$ cat src/rtl/yadmc_dpram_burst_ctrl.sv
// yadmc_dpram_burst_ctrl: burst sequencer for one yadmc_dpram port, 2-entry read buffer.
// Define YADMC_BURST_WRAP_EN for wrapping (critical-word-first) bursts.
module yadmc_dpram_burst_ctrl #(
  parameter int ADDRESS_DEPTH = 10,
  parameter int DATA_WIDTH = 8,
  parameter int LEN_WIDTH = 4
) (
  input  logic                     clk,
  input  logic                     rst_n,
  input  logic                     cmd_valid,
  output logic                     cmd_ready,
  input  logic                     cmd_write,
  input  logic [ADDRESS_DEPTH-1:0] cmd_adr,
  input  logic [LEN_WIDTH-1:0]     cmd_len,
  input  logic                     wd_valid,
  output logic                     wd_ready,
  input  logic [DATA_WIDTH-1:0]    wd_data,
  output logic                     rd_valid,
  input  logic                     rd_ready,
  output logic [DATA_WIDTH-1:0]    rd_data,
  output logic                     busy,
  output logic                     done,
  output logic [ADDRESS_DEPTH-1:0] ram_adr,
  output logic                     ram_we,
  output logic [DATA_WIDTH-1:0]    ram_di,
  input  logic [DATA_WIDTH-1:0]    ram_do
);
  typedef enum logic [1:0] {IDLE, WRITE, READ, DRAIN} state_t;
  state_t state, state_nxt;
  logic [ADDRESS_DEPTH-1:0] cur, cur_inc;
  logic [LEN_WIDTH-1:0] rem;
  logic [1:0] occ;
  logic [2:0] fill;
  logic pend, wr_beat, issue, pop, last_pop;
  logic [DATA_WIDTH-1:0] buf1;
`ifdef YADMC_BURST_WRAP_EN
  assign cur_inc = {cur[ADDRESS_DEPTH-1:LEN_WIDTH], cur[LEN_WIDTH-1:0] + LEN_WIDTH'(1)};
`else
  assign cur_inc = cur + ADDRESS_DEPTH'(1);
`endif
  assign cmd_ready = state == IDLE;
  assign wd_ready = state == WRITE;
  assign busy = state != IDLE;
  assign rd_valid = occ != 2'd0;
  assign pop = rd_valid & rd_ready;
  assign wr_beat = wd_ready & wd_valid;
  // a pop this cycle frees a slot, so issuing keeps up with a sustained consumer
  assign fill = 3'(occ) + 3'(pend) - 3'(pop);
  assign issue = state == READ && fill < 3'd2;
  assign last_pop = state == DRAIN && !pend && occ == 2'd1 && pop;
  assign ram_we = wr_beat;
  assign ram_adr = cur;
  assign ram_di = wr_beat ? wd_data : '0;
  always_comb begin
    state_nxt = state;
    case (state)
      IDLE:  state_nxt = cmd_valid ? (cmd_write ? WRITE : READ) : IDLE;
      WRITE: state_nxt = (wr_beat && rem == '0) ? IDLE : WRITE;
      READ:  state_nxt = (issue && rem == '0) ? DRAIN : READ;
      DRAIN: state_nxt = (!pend && (occ == 2'd0 || last_pop)) ? IDLE : DRAIN;
      default: state_nxt = IDLE;
    endcase
  end
  always_ff @(posedge clk or negedge rst_n) begin
    if (!rst_n) begin
      state <= IDLE;
      cur <= '0;
      rem <= '0;
      occ <= 2'd0;
      pend <= 1'b0;
      rd_data <= '0;
      buf1 <= '0;
      done <= 1'b0;
    end else begin
      state <= state_nxt;
      done <= (wr_beat && rem == '0) || last_pop;
      pend <= issue;
      occ <= occ + 2'(pend) - 2'(pop);
      if (state == IDLE && cmd_valid) begin
        cur <= cmd_adr;
        rem <= cmd_len;
      end else if (wr_beat || issue) begin
        cur <= cur_inc;
        rem <= rem - 1'b1;
      end
      if (pop && occ == 2'd2)
        rd_data <= buf1;
      else if (pend && (occ == 2'd0 || (occ == 2'd1 && pop)))
        rd_data <= ram_do;
      if (pend && ((occ == 2'd1 && !pop) || (occ == 2'd2 && pop)))
        buf1 <= ram_do;
    end
  end
endmodule

$ cat config.mk
export PLATFORM = sky130hd
export DESIGN_NAME = yadmc_dpram_burst_ctrl
export DESIGN_NICKNAME = d
export VERILOG_FILES = /design/src/rtl/yadmc_dpram_burst_ctrl.sv
export SDC_FILE = /design/constraint.sdc
export NUM_CORES = 1
export LEC_CHECK = 0
export CORE_MARGIN = 1
export CORE_UTILIZATION = 25
export CTS_CLUSTER_DIAMETER = 150
export DETAILED_ROUTE_END_ITERATION = 7
export GPL_TIMING_DRIVEN = 0
export RECOVER_POWER = 100
export SYNTH_ARGS = -nofsm -noshare
export SYNTH_HDL_FRONTEND = slang
export SYNTH_SLANG_ARGS = --single-unit
export TNS_END_PERCENT = 10
$ cat constraint.sdc
create_clock -name clk -period 3.3 [get_ports clk]
set_clock_uncertainty 0.15 [all_clocks]
set_input_delay 0.66 -clock clk [delete_from_list [all_inputs] [get_ports clk]]
set_output_delay 0.66 -clock clk [all_outputs]
set_load 0.005 [all_outputs]
## Word-level counts from Yosys, hierarchy flattened

Cells that the tools add are included.

- Register bits: 36
- Bits of input ports: 36
- Output and inout bits: 32

- Add/subtract/negate cells: 6
- Magnitude comparators: 1
- Equality and inequality tests: 5
- Multiplexer cells: 13
- Bitwise operators: 2
- Reductions and logical operators: 27

Operator list:

| operator | count |
|---|---|
| $mux W8 | 3 |
| $mux W10 | 2 |
| $logic_and A1 B1 Y1 | 13 |
| $add A10 B1 Y10 const B | 1 |
| $mux W4 | 2 |
| $pmux W2 S4 | 1 |
| $reduce_bool A2 Y1 | 4 |
| $eq A2 B2 Y1 const B | 3 |
| $mux W2 | 3 |
| $logic_or A1 B1 Y1 | 5 |
| $eq A2 B1 Y1 const B | 2 |
| $logic_not A2 Y1 | 2 |
| $logic_not A4 Y1 | 1 |
| $sub A4 B1 Y4 const B | 1 |
| $add A2 B1 Y3 | 1 |
| $lt A3 B2 Y1 const B | 1 |
| $sub A3 B1 Y3 | 1 |
| $add A2 B1 Y2 | 1 |
| $and A1 B1 Y1 | 2 |
| $logic_not A1 Y1 | 2 |
| $mux W1 | 2 |
| $sub A2 B1 Y2 | 1 |

## Depth between registers and ports, before layout

Gate-level depths: netlist of the first run.

- Word-level depth: 8
- Mapped depth: 13

## Worst setup path before layout of the first run

No wires, ideal clock.

- Kind: register to register
- Start point: register occ[1]
- End point: register cur[9] (netlist: ram_adr[9])
- Data arrival time: 3.064 ns
- Slack: 0.004 ns
- Cell stages (with the launch flop): 12
- Path through: dfrtp_1 -> clkbuf_1 -> or2_2 -> and2_1 -> ha_1 -> inv_1 -> ha_1 -> fa_1 -> or3b_1 -> a2bb2oi_2 -> or4_1 -> a31oi_1

- Word-level cells in the longest chain between the ends: 7
- Elaborated cells between the ends (all ways): 8
- Classes of those cells: add/sub (2); order compare (1); bitwise (1); reduce/logical (4)

RTL lines:

| element | line | RTL |
|---|---|---|
| start: declaration | 32 | `logic [1:0] occ;` |
| start signal: assignment | 78 | `occ <= occ + 2'(pend) - 2'(pop);` |
| $reduce_bool A2 Y1 | 44 | `assign rd_valid = occ != 2'd0;` |
| net rd_valid | 18 | `output logic rd_valid,` |
| $and A1 B1 Y1 | 45 | `assign pop = rd_valid & rd_ready;` |
| $sub A3 B1 Y3 | 48 | `assign fill = 3'(occ) + 3'(pend) - 3'(pop);` |
| net fill[1] | 33 | `logic [2:0] fill;` |
| $lt A3 B2 Y1 | 49 | `assign issue = state == READ && fill < 3'd2;` |
| $logic_and A1 B1 Y1 | 49 |  |
| $logic_or A1 B1 Y1 | 82 | `end else if (wr_beat \|\| issue) begin` |
| $reduce_bool A2 Y1 (no source line) | - |  |
| end signal: assignment | 80 | `cur <= cmd_adr;` |
| end signal: assignment | 83 | `cur <= cur_inc;` |
| end: declaration | 30 | `logic [ADDRESS_DEPTH-1:0] cur, cur_inc;` |

The timed path passes the listed nets, and every way through them passes these cells.
A chain may end at the register's enable or synchronous reset.

## Final worst setup path of the first run

- Start point: register occ[1]
- End point: register cur[2] (netlist: ram_adr[2])

- Word-level cells in the longest chain between the ends: 7
- Elaborated cells between the ends (all ways): 8
- Classes of those cells: add/sub (2); order compare (1); bitwise (1); reduce/logical (4)

RTL lines:

| element | line |
|---|---|
| parallel branches: the longest is 2 deep, another holds $add A2 B1 Y3 | - |
| $sub A3 B1 Y3 * | 48 |
| net fill[1] | 33 |
| $lt A3 B2 Y1 * | 49 |
| $logic_and A1 B1 Y1 * | 49 |
| $logic_or A1 B1 Y1 * | 82 |
| $reduce_bool A2 Y1 (no source line) * | - |

Mark *: on every way through the listed nets, which the timed path passes.

==> results.md, run 1 <==
- Post-Synth Simple-Gate Area: 0.199
- Vias in the first global route: 1,692
- Worst skew pair latency: 0.28 ns
- Crit path DAT: about 3.4 ns
- DRC: 0
- Initial Util: 0.261
- Die H: between 80 and 90 um
- Tcrit/Tclk final: 1.01
- Die X: 89.5 um
- Worst EP required: ~3.4 ns
- First-pass GRT wire length: between 7 and 8 mm
- GR Util All Layers: 0.131
- Wire per inst: 13.2 um
- Final setup violation count: 1
- GPL Wtd Cong: about 0.76
- Critical path endpoint category: flop
- Post-CTS Hold Buffers: 0
- Core area: ~7300 um^2
- Hold path startpoint: buf1[4]
- Syn_area_per_cell: 9.72 um^2
- Hold WC Path Type: reg -> reg
- Post-Route WL: 4.98 mm
- Setup TNS: -0.0288 ns
- Cts bufs inserted: 5
- Reg clk slew, reported paths: about 0.070 ns
- Max-cap violations: 1
- Maximum vdd ir drop: approximately 430 uV
- Commonest non-fill, non-tap cell in the layout: clkdlybuf4s50_1
- Overall Power: between 2 and 2.5 mW
- Asr flop ratio synth: 1.00
- Post-synthesis xor/xnor area fraction: 0.0137
- H-Tree Depth: 2
- Mux cell area share after synthesis: 0.0941
- Final Hold Fails: 0
- DPL Wire Length: roughly 3.5 mm
- Final nets: between 300 and 400
- Post-synth EDFFs: 0
- Worst setup margin: -0.0288 ns
- Share of layout cells above drive strength 1: 0.148
- Violated checks: capacitance limit, slew limit, setup timing
- Diode count: 0
- RSZ-0062 raised after global routing: true
- Iteration-0 DRC Markers: 52
- Power Dens Cells: roughly 800 nW/um^2
- Congestion Overflow GR: 0
- Dominant synthesized flop cell: dfrtp_1
- Via count: approximately 1,800
- Final antenna-violating net count: 0
- PortBufs: 67
- Io pins: 68
- Largest family of logic cells by synthesized area: simple AND/OR/NAND/NOR gates
- Setup CP Type: reg -> reg
- Critical path launch point type: flop
- Worst-path fanout max: 6
- Min-Delay Endpoint: buf1[4]
- Mapped Cells: roughly 200
- Hold Crit Depth: 1
- Drt first pass iters: 4
- Reg2reg end: ram_adr[2]
- CTS tree: built
- Synth Area in Adders: 0.0431
- Status: complete, but fails checks
- Clock buffer depth: 2
- Worst R2R Setup Slack: -0.03 ns
- Root Driver: clkbuf_8
- Post-route minimum period: 3.33 ns
- Final Max Tran Viols: 37
- Synthesis Warnings: 0
- Rows: 31
- CTS sink cnt: 36
- Most frequent cells in the layout: clkdlybuf4s50_1, dfrtp_1, nor2_1
- Synthesis-to-layout area growth: 53.8%
- Slew margin rel.: -0.316
- Sequential area share after synthesis: 0.471
- FMAX: 300 MHz
- Cell area after synthesis: 1910 um^2
- Slew @ Worst Pin: a little under 2 ns
- Register bit total from synthesis: 36
- Post-synthesis cell type count: 38
- Full die area: ~8000 um^2
- Net Count, Synth: 239
- Leak pwr: 1.27 nW
- Initial antenna violation count: 0
- Compound-cell area share of the yosys netlist: 0.133
- Via/cell ratio: between 4 and 5
- Worst reg2reg path depth: 12
- Largest net degree at the start of global routing: 37
- Reg-to-Reg Start: occ[1]
[state kept, by name, indices dropped and copies added, names as in the netlist]
| name | count |
|---|---|
| pend | 1 |
| rd_data | 8 |
| buf1 | 8 |
| ram_adr | 10 |
| state | 2 |
| rem | 4 |
| occ | 2 |
| done | 1 |
[per-layer routing]
| metal | vias to the layer above | routed length, um | track usage |
|---|---|---|---|
| met4 | 0 | 42 | 0.0476 |
| li1 | 856 | - | - |
| met1 | 848 | 2210 | 0.169 |
| met2 | 42 | 2500 | 0.215 |
| met3 | 5 | 220 | 0.0314 |
| met5 | - | 0 | 0 |
[how the worst max path moves through the flow]
stage	from	endpoint	cells after the start
floorplan	occ[1]	ram_adr[9]	11
global placement	rd_ready	ram_adr[6]	12
detailed placement	rd_ready	ram_adr[6]	12
CTS	occ[1]	ram_adr[3]	11
global route	occ[0]	ram_adr[2]	12
finish	occ[1]	ram_adr[2]	12
[stage by stage]
stage / setup WS (ns) / hold slack (ns) / std cells / area [um^2] / util
2_1_floorplan: 0.00370 / 0.214 / 197 / 1910 / -
6_report: -0.0288 / 0.354 / 376 / 2940 / 0.402
5_1_grt: -0.115 / 0.370 / 376 / 2940 / 0.402
4_1_cts: 0.0310 / 0.345 / 372 / 2850 / 0.388
3_5_place_dp: -0.597 / 0.343 / 363 / 2700 / 0.369
3_3_place_gp: -0.546 / 0.335 / 363 / 2710 / 0.370
[kinds of logic after synthesis]
logic type               Yosys count
multiplexers                      17
XOR/XNOR                           3
buffers and inverters             20
AO/OA/AOI/OAI                     41
flip-flops                        36
AND/OR/NAND/NOR                   74
adder cells (fa/ha/maj)            6
[Yosys cell counts, types with 2 or more instances]
master / number / area share
a21oi_1: 13 / 0.034
buf_2: 2 / 0.0052
and2_1: 3 / 0.0098
dfrtp_1: 36 / 0.47
ha_1: 5 / 0.033
or4_1: 4 / 0.016
clkbuf_1: 6 / 0.012
mux2i_1: 9 / 0.047
nor2_1: 25 / 0.049
nand3_1: 4 / 0.010
o31ai_1: 3 / 0.012
or2_2: 2 / 0.0065
a31oi_1: 11 / 0.036
xnor2_1: 2 / 0.0092
o21ai_0: 8 / 0.021
and3_1: 9 / 0.029
mux2_2: 8 / 0.047
inv_1: 10 / 0.020
or3_1: 8 / 0.026
nand2_1: 11 / 0.022
[critical path: stages (launching register included)]
cell and delay [ns]:
dfrtp_2 0.41, or2_4 0.23, and2_4 0.16, ha_4 0.25, inv_2 0.04, ha_4 0.15, fa_1 0.49, or3b_4 0.43
a2bb2oi_4 0.18, buf_6 0.14, buf_6 0.12, or3_1 0.33, a31oi_1 0.17
[final cells by class]
class                           count  area, um^2
Buffer                              9        53.8
Clock buffer                        6        72.6
Clock inverter                      2        35.0
Fill cell                         713        4390
Inverter                           10        37.5
Multi-Input combinational cell    141        1010
Sequential cell                    36         902
Tap cell                           99         124
Timing Repair Buffer               73         708
[where the power goes]
| group | leakage [nW] | total [mW] | internal, mW | switching [mW] |
|---|---|---|---|---|
| registers | 0.434 | 0.773 | 0.622 | 0.151 |
| logic | 0.780 | 1.21 | 0.698 | 0.516 |
| clock network | 0.0552 | 0.383 | 0.224 | 0.158 |
[timing repair]
item                       CTS  global route
gates resized for setup     10            20
setup buffers                2             4
pin swaps                    0            14
setup endpoints to repair   14            11
No activity file was read; power rests on OpenSTA's default activity.
==> run 2, diff against run 1 <==
SKIP_CTS_REPAIR_TIMING = 1   (was not set)
==> run 2 against run 1 <==
Against the previous run: the flow still finishes with violations (capacitance limit, slew limit, setup timing); worst hold slack barely moved; cell area fell by 0.25%; die area did not move; routed wire length rose by 1.1%; fmax fell by 1.5%; final cell count did not move; highest routed layer unchanged.
==> results.md, run 2 (synthesized netlist as in run 1, its figures left out) <==
- Sw Share: 0.349 (was 0.348)
- Drt first pass iters: 4 (unchanged)
- Rows: 31 (unchanged)
- Wire per inst: 13.4 um (was 13.2 um)
- Core area: 7330 um^2 (unchanged)
- Comb power frac: 0.510 (was 0.512)
- Hold Crit Depth: 1 (unchanged)
- Cts bufs inserted: 5 (unchanged)
- Largest net degree at the start of global routing: 37 (unchanged)
- Crit path DAT: 3.44 ns (was 3.39 ns)
- Final Max Tran Viols: 37 (unchanged)
- Final Cell Area: 2940 um^2 (about the same)
- FMAX: 296 MHz (was 300 MHz)
- Final nets: 318 (unchanged)
- Maximum vdd ir drop: 431 uV (was 430 uV)
- Post-route minimum period: 3.38 ns (was 3.33 ns)
- Worst EP required: 3.36 ns (about the same)
- DP Cell Count: 363 (unchanged)
- Worst reg2reg path depth: 12 (unchanged)
- Final Hold Fails: 0 (unchanged)
- Io pins: 68 (unchanged)
- H-Tree Depth: 2 (unchanged)
- DPL Wire Length: 3.48 mm (unchanged)
- Cell Count, Final, Fillers Out: 376 (unchanged)
- Setup CP Type: reg -> reg (unchanged)
- Clk pwr share: 0.162 (was 0.161)
- Power Dens Cells: 806 nW/um^2 (was 805 nW/um^2)
- RSZ-0062 raised after global routing: true (unchanged)
- Final antenna-violating net count: 0 (unchanged)
- Status: complete, but fails checks (unchanged)
- GPL Wtd Cong: 0.762 (unchanged)
- Root Driver: clkbuf_8 (unchanged)
- Vias in the first global route: 1,684 (was 1,692)
- Initial antenna violation count: 0 (unchanged)
- Reg area: 903 um^2 (was 902 um^2)
- CTS tree: built (unchanged)
- Congestion Overflow GR: 0 (unchanged)
- Fin util: 0.401 (was 0.402)
- Tcrit/Tclk final: 1.02 (was 1.01)
- Largest register FFs: 10 (unchanged)
- Full die area: 8010 um^2 (unchanged)
- First-pass GRT wire length: 7.96 mm (was 7.95 mm)
- Multi-input logic area: 991 um^2 (was 1010 um^2)
- Worst setup margin: -0.0778 ns (was -0.0288 ns)
- GR Util All Layers: 0.132 (was 0.131)
- Slew margin rel.: -0.321 (was -0.316)
- Sequential Power Share: 0.328 (was 0.326)
- Leak pwr: 1.28 nW (was 1.27 nW)
- Most frequent cells in the layout: clkdlybuf4s50_1, dfrtp_1, nor2_1 (unchanged)
- Max-cap violations: 1 (unchanged)
- CTS sink cnt: 36 (unchanged)
- Die H: 89.5 um (unchanged)
- Internal power: 1.54 mW (about the same)
- Critical path endpoint category: flop (unchanged)
- Commonest non-fill, non-tap cell in the layout: clkdlybuf4s50_1 (unchanged)
- Final setup violation count: 1 (unchanged)
- Via count: 1,743 (was 1,751)
- PortBufs: 67 (unchanged)
- Fin Hold WS: 0.355 ns (was 0.354 ns)
- Fillers: 719 (was 713)
- Via/cell ratio: 4.64 (was 4.66)
- Initial Util: 0.261 (unchanged)
- Reg clk slew, reported paths: 0.07 ns (about the same)
- Die X: 89.5 um (unchanged)
- Hold WC Path Type: reg -> reg (unchanged)
- Worst skew pair latency: 0.29 ns (was 0.28 ns)
- Diode count: 0 (unchanged)
- Slew @ Worst Pin: 1.98 ns (was 1.97 ns)
- Clock buffer depth: 2 (unchanged)
- Dpl cell area: 2700 um^2 (unchanged)
- Worst-path fanout max: 7 (was 6)
- Post-Route WL: 5.03 mm (was 4.98 mm)
- Share of layout cells above drive strength 1: 0.141 (was 0.148)
- Psw: 0.827 mW (was 0.825 mW)
- DRC: 0 (unchanged)
- Violated checks: capacitance limit, slew limit, setup timing (unchanged)
- Synthesis-to-layout area growth: 53.4% (was 53.8%)
- Iteration-0 DRC Markers: 74 (was 52)
- Critical path launch point type: flop (unchanged)
run 2: cell types whose count changed in the layout (fill, tap and decap cells not counted):
cell	change
dlymetal6s2s_1	+1
clkbuf_2	-1
buf_4	-1
dfrtp_2	+1
a31oi_1	+1
dfrtp_1	-1
or3_4	-1
o21ai_1	-1
buf_6	+1
or3_1	+1
a31oi_4	-1
o21ai_0	+1
run 2: cell type report:
type	count	area share
Multi-Input combinational cell	141	0.337
Clock buffer	6	0.0247
Clock inverter	2	0.0119
Inverter	10	0.0128
Buffer	9	0.0196
Tap cell	99	0.0422
Timing Repair Buffer	73	0.244
Sequential cell	36	0.308
run 2: power groups by stage:
stage	Clock, mW	Combinational (mW)	Sequential [mW]
2_1_floorplan	0	0.557	0.755
3_3_place_gp	0	1.04	0.778
3_5_place_dp	0	1.06	0.780
4_1_cts	0.397	1.07	0.773
5_1_grt	0.414	1.34	0.808
6_report	0.384	1.21	0.777
run 2: stage by stage:
| stage | TNS, ns | setup slack, ns | total power, mW |
|---|---|---|---|
| finish | -0.0778 | -0.0778 | 2.37 |
| global route | -0.641 | -0.160 | 2.57 |
| CTS | -3.36 | -0.314 | 2.24 |
| detailed placement | -7.33 | -0.597 | 1.84 |
| global placement | -6.69 | -0.546 | 1.82 |
| floorplan | 0 | 0.00370 | 1.31 |
run 2: per-layer routing:
| metal | up-vias | global-route usage | wire length [um] |
|---|---|---|---|
| met4 | 0 | 0.0476 | 44 |
| met1 | 837 | 0.170 | 2220 |
| met3 | 5 | 0.0314 | 223 |
| li1 | 855 | - | - |
| met2 | 46 | 0.214 | 2540 |
| met5 | - | 0 | 0 |
run 2: worst paths after layout:
| kind | to | slack (ns) | start |
|---|---|---|---|
| max | ram_adr[2] | -0.08 | occ[0] |
| max in group asynchronous | occ[1] | 0.95 | rst_n |
| min in group asynchronous | buf1[6] | 0.78 | rst_n |
| min | buf1[4] | 0.35 | buf1[4] |
| max reg2reg | ram_adr[2] | -0.08 | occ[0] |
| min reg2reg | buf1[4] | 0.35 | buf1[4] |
run 2: worst max-delay path: stages, from the launching register on:
cell,delay (ns)
dfrtp_2,0.42
or2_4,0.26
and2_4,0.16
ha_4,0.25
inv_2,0.04
ha_4,0.15
fa_1,0.49
or3b_4,0.43
a2bb2oi_4,0.18
buf_6,0.15
buf_6,0.12
or3_1,0.34
a31oi_1,0.17
